--- config.mk ---
export PLATFORM = sky130hd
export DESIGN_NAME = multi_event_shaper
export DESIGN_NICKNAME = d
export VERILOG_FILES = /design/src/rtl/multi_event_shaper.sv
export SDC_FILE = /design/constraint.sdc
export NUM_CORES = 1
export LEC_CHECK = 0
export ABC_AREA = 1
export CAP_MARGIN = 20
export CORE_UTILIZATION = 45
export DETAILED_ROUTE_END_ITERATION = 6
export DONT_BUFFER_PORTS = 1
export GPL_ROUTABILITY_DRIVEN = 0
export GPL_TIMING_DRIVEN = 0
export PLACE_DENSITY = 0.69
export SYNTH_ARGS = -nofsm -noshare
export SYNTH_HDL_FRONTEND = slang
export SYNTH_SLANG_ARGS = --single-unit
export TNS_END_PERCENT = 10
--- constraint.sdc ---
create_clock -name clk -period 7.4 [get_ports clk]
set_input_delay 0.74 -clock clk [delete_from_list [all_inputs] [get_ports clk]]
set_output_delay 0.74 -clock clk [all_outputs]
set_load 0.02 [all_outputs]
--- src/rtl/multi_event_shaper.sv ---
// multi_event_shaper
// Per-channel low-cycle counters plus a round-robin scanner that turns each
// count into one result through a three-region shaping function: zero above
// HI_TH, square at or below LO_TH, halve in between. Results leave through a
// single tagged output register.
//
// Output handshake: a transfer happens on every rising edge where
// out_valid=1 and out_ready=1. While out_valid=1 and out_ready=0, out_valid,
// out_ch and out_data hold their values. The register reloads whenever it is
// empty or its current result is being consumed in the same cycle.
module multi_event_shaper #(
    parameter int CH    = 4,
    parameter int W     = 8,
    parameter int LO_TH = 4,
    parameter int HI_TH = 16,
    parameter int SAT   = 0
) (
    input  logic                  clk,
    input  logic                  reset,
    input  logic                  en,
    input  logic                  clr,
    input  logic [CH-1:0]         in,
    input  logic                  out_ready,
    output logic                  out_valid,
    output logic [$clog2(CH)-1:0] out_ch,
    output logic [W-1:0]          out_data,
    output logic [CH-1:0]         ovf
);

    localparam int CW = $clog2(CH);
    localparam logic [W-1:0]  LO_V    = W'(LO_TH);
    localparam logic [W-1:0]  HI_V    = W'(HI_TH);
    localparam logic [CW-1:0] PTR_MAX = CW'(CH - 1);

    logic [W-1:0]  cnt [CH];
    logic [CW-1:0] ptr;
    logic [W-1:0]  sel_cnt;
    logic [W-1:0]  shaped;
    logic          load;

    // Three-region shaping; the square is formed at double width, then truncated.
    function automatic logic [W-1:0] shape(input logic [W-1:0] c);
        logic [2*W-1:0] wide;
        logic [2*W-1:0] sq;
        wide = {{W{1'b0}}, c};
        sq   = wide * wide;
        if (c > HI_V)
            return '0;
        else if (c <= LO_V)
            return sq[W-1:0];
        else
            return c >> 1;
    endfunction

    // Pick the count under the scan pointer and shape it; this is the pre-edge value.
    always_comb begin
        sel_cnt = cnt[ptr];
        shaped  = shape(sel_cnt);
        load    = !out_valid || out_ready;
    end

    // Per-channel counters and sticky overflow flags; clr wins over en and in.
    always_ff @(posedge clk or posedge reset) begin
        if (reset) begin
            for (int i = 0; i < CH; i++) begin
                cnt[i] <= '0;
                ovf[i] <= 1'b0;
            end
        end else begin
            for (int i = 0; i < CH; i++) begin
                if (clr) begin
                    cnt[i] <= '0;
                    ovf[i] <= 1'b0;
                end else if (en && !in[i]) begin
                    if (&cnt[i]) begin
                        ovf[i] <= 1'b1;
                        if (SAT == 0)
                            cnt[i] <= '0;
                    end else begin
                        cnt[i] <= cnt[i] + W'(1);
                    end
                end
            end
        end
    end

    // Scanner and output register: load the next tagged result when the slot frees up.
    always_ff @(posedge clk or posedge reset) begin
        if (reset) begin
            ptr       <= '0;
            out_valid <= 1'b0;
            out_ch    <= '0;
            out_data  <= '0;
        end else if (load) begin
            out_valid <= 1'b1;
            out_ch    <= ptr;
            out_data  <= shaped;
            ptr       <= (ptr == PTR_MAX) ? '0 : ptr + CW'(1);
        end
    end

endmodule

==> flow_metrics.py <==
metrics = {
    "worst_setup_path": {
        "worst-setup-path-type": "flip-flop to flip-flop",
        "timing.critical_path.cells": "buf_6 > inv_6 > nand2_1 > nand3_1 > nand2_2 > nor2_1 > xnor2_1 > inv_1 > ha_1 > a21o_1 > fa_1 > ha_1 > inv_1 > fa_1 > inv_1 > ha_1 > nand3_1 > a21o_1 > nand2_1 > nand3_1 > nand3_1 > nand2_1",
        "worst_setup_path_end_kind": "flip-flop",
        "timing.critical_path.slowest_cell_delay_ns": 0.53,
        "crit_path_frequent_cell": "sky130_fd_sc_hd__nand3_1",
        "worstPathMaxFanout": 10,
        "critical_path.slowest_cell": "sky130_fd_sc_hd__fa_1",
        "crit_required_ns": 7.60,
        "critPathArrivalTime_ns": 4.50,
        "critPathLaunchType": "flip-flop",
    },
    "floorplanning": {
        "die_width_microns": 88.1,
        "fp.dieH_microns": 88.1,
        "placeableCoreArea_sq_um": 7210,
        "placement_rows": 31,
        "ports_placed_on_the_boundary": 24,
        "initial_core_util": 0.462,
        "dieArea_sq_um": 7760,
    },
    "cts": {
        "cts_post_setup_buffers_inserted": 0,
        "post_cts_hold_buffer_count": 0,
        "cts.sinks": 49,
        "cts-root-buf": "sky130_fd_sc_hd__clkbuf_8",
        "clkSlewWorstSetupHoldPaths_ns": 0.09,
        "clock_tree_from_tritoncts": "yes",
        "cts-resized-gates": 0,
        "h-tree-depth": 2,
        "clkLatencyLatePin_ns": 0.30,
        "max-clock-path-buffers": 2,
        "cts_inserted_buffers": 5,
    },
    "synthesis": {
        "ys.warnings.count": 0,
        "async_reset_ff_frac": 1.00,
        "post_synth_and_or_nand_nor_area_fraction": 0.326,
        "seq_area_frac_synth": 0.368,
        "synth_nets": 470,
        "synth_area_leaders": "sky130_fd_sc_hd__dfrtp_1 (37%), sky130_fd_sc_hd__nand2_1 (12%), sky130_fd_sc_hd__ha_1 (6.4%)",
        "cell_area_after_synthesis_sq_um": 3340,
        "post-synth-top-area-fraction": 0.368,
        "synthXorXnorAreaFrac": 0.0341,
        "synth_top_cell_by_area": "sky130_fd_sc_hd__dfrtp_1",
        "ys_seq_elements": 49,
        "distinct_cells_synth": 35,
        "syn_inst": 436,
        "synth_top_family_by_area": "simple AND/OR/NAND/NOR gates",
        "avgSynthCellArea_sq_um": 7.65,
        "synth-main-ff-cell": "sky130_fd_sc_hd__dfrtp_1",
        "synth-compound-area-share": 0.0728,
        "synth_edf_count": 0,
        "synth_adder_area_share": 0.112,
        "synthMuxAreaShare": 0,
    },
    "global_route": {
        "grt_start_max_net_pins": 33,
        "grt_overflow_total": 0,
        "gr-max-usage-layer": "met2",
        "grtUsageMet2": 0.330,
        "antenna_found_initial": 0,
        "first_global_vias": 2640,
        "first_pass_grt_wire_length_microns": 12300,
        "grt_util_all_layers": 0.202,
        "groute.layer.met1.usage": 0.279,
        "grt_util_met3": 0.0358,
    },
    "place": {
        "port_buffers": 0,
        "place_hpwl_microns": 5360,
        "dp_cells": 536,
    },
    "sta": {
        "final.period_utilization": 0.582,
        "skew_ns": 0.00415,
        "max_slew_margin": 0.640,
        "finalSetupTns_ns": 0,
        "hold_violations": 0,
        "highest_clock_rate_ghz": 0.232,
        "rsz0062_at_grt": "no",
        "final_period_minus_worst_setup_slack_ns": 4.30,
        "final-max-slew-violation-count": 0,
        "worst_slew_pin_slew_ns": 0.540,
        "setup_viol": 0,
    },
    "final_layout": {
        "num_antenna_cells": 0,
        "multi_input_comb_area_sq_um": 1820,
        "sequential_cell_area_sq_um": 1230,
        "layout.cells.most_common": "sky130_fd_sc_hd__nand2_1",
        "fill_cell_count": 690,
        "areaGrowthSynthToFinish_pct": 7.35,
        "final_stage_net_count": 478,
        "layout-drive-gt1-share": 0.0854,
        "stdcell_count": 544,
        "final_cell_mix": "sky130_fd_sc_hd__nand2_1 (104), sky130_fd_sc_hd__inv_1 (52), sky130_fd_sc_hd__nor2_1 (52)",
    },
    "route": {
        "detail-route-antenna-nets": 0,
        "drtIter0Drc": 127,
        "viasPerCell": 5.04,
        "drc": 0,
        "route.detailed.wl_per_inst_microns": 12.6,
        "detail_route.first_pass.iterations": 4,
        "routed_wl_microns": 6830,
        "vias": 2742,
    },
    "pwr": {
        "power_per_cell_area_nw_per_um2": 309,
        "power.static_leakage_nw": 1.73,
        "power.ir.vdd_worst_v": 0.000112,
    },
    "worst_hold_path": {
        "min-delay-path-class": "input pin to asynchronous set/reset pin",
    },
    "run_status": {
        "outcome": "completed",
    },
    "flow_run": {
        "maxCapViolations": 0,
    },
}
-- flip-flops by register name (all words and copies together), names as in the netlist --
signal / cells
cnt: 32
out_data: 8
ovf: 4
out_ch: 2
ptr: 2
out_valid: 1
-- report_power, final --
part	total [mW]	switching (mW)	internal [mW]
logic	0.596	0.366	0.230
registers	0.341	0.0451	0.296
clock network	0.171	0.0866	0.0845
-- cells in the mapped netlist, types with 2 or more instances --
master	instances
sky130_fd_sc_hd__nand4_1	6
sky130_fd_sc_hd__xor2_1	5
sky130_fd_sc_hd__inv_1	53
sky130_fd_sc_hd__inv_2	3
sky130_fd_sc_hd__o21ai_1	3
sky130_fd_sc_hd__clkbuf_1	3
sky130_fd_sc_hd__nand2_1	104
sky130_fd_sc_hd__and3_1	2
sky130_fd_sc_hd__dfrtp_1	49
sky130_fd_sc_hd__a21oi_1	15
sky130_fd_sc_hd__nand3_1	37
sky130_fd_sc_hd__nor4_1	2
sky130_fd_sc_hd__nor2_1	52
sky130_fd_sc_hd__nand2_2	11
sky130_fd_sc_hd__buf_6	4
sky130_fd_sc_hd__a21o_1	2
sky130_fd_sc_hd__nand3_2	3
sky130_fd_sc_hd__xnor2_1	8
sky130_fd_sc_hd__fa_1	8
sky130_fd_sc_hd__nand2_4	2
sky130_fd_sc_hd__nor3_1	17
sky130_fd_sc_hd__o21ai_0	17
sky130_fd_sc_hd__a211oi_1	2
sky130_fd_sc_hd__ha_1	17
-- logic make-up (layout without fill, tap and decap cells) --
kind of cell,after synthesis,in the layout
buffers and inverters,65,74
adder cells (fa/ha/maj),25,25
other,1,1
AO/OA/AOI/OAI,43,43
flip-flops,49,49
XOR/XNOR,13,13
AND/OR/NAND/NOR,240,240
-- through the flow --
step / instance area [sq um] / total power [mW] / hold slack (ns) / worst slack, ns / util
3_3_place_gp: 3460 / 0.928 / 0.517 / 3.19 / 0.480
2_1_floorplan: 3340 / 0.833 / 0.476 / 3.44 / -
3_5_place_dp: 3480 / 0.951 / 0.521 / 3.08 / 0.482
6_report: 3580 / 1.11 / 0.287 / 3.10 / 0.496
5_1_grt: 3580 / 1.23 / 0.304 / 2.75 / 0.496
4_1_cts: 3580 / 1.13 / 0.291 / 3.05 / 0.496
-- cell type report --
| cell class | instances | share of cell area |
|---|---|---|
| buffer | 8 | 0.0199 |
| clock buffer | 7 | 0.0269 |
| clock inverter | 1 | 0.00140 |
| inverter | 57 | 0.0611 |
| multi-input combinational | 322 | 0.508 |
| sequential | 49 | 0.342 |
| tap | 99 | 0.0346 |
| timing repair buffer | 1 | 0.00559 |
-- worst paths after layout --
check | start | slack, ns | end | cells after the start
worst min register to register | cnt[6] | 0.53 | cnt[6] | 1
worst max-delay path | ptr[0] | 3.10 | out_data[7] | 22
max in group asynchronous | reset | 6.62 | cnt[25] | 2
min in group clk | cnt[6] | 0.53 | cnt[6] | 1
worst max register to register | ptr[0] | 3.10 | out_data[7] | 22
worst min-delay path | reset | 0.29 | cnt[3] | 1
-- per-layer routing --
layer,wire [microns],up-vias
li1,-,1417
met1,3330,1260
met2,3160,57
met3,280,8
met4,64,0
met5,0,-
-- worst max-delay path, delay by kind of cell, from the launching register on --
family | cells | cell delay [ns]
xor gates and xnor gates | 1 | 0.15
adders and majority gates | 5 | 1.82
buffers and inverters | 5 | 0.40
and+or+nand+nor | 9 | 1.05
DFF | 1 | 0.41
AOI/OAI and AO/OA | 2 | 0.36
Power figures use the tool's default switching activity.
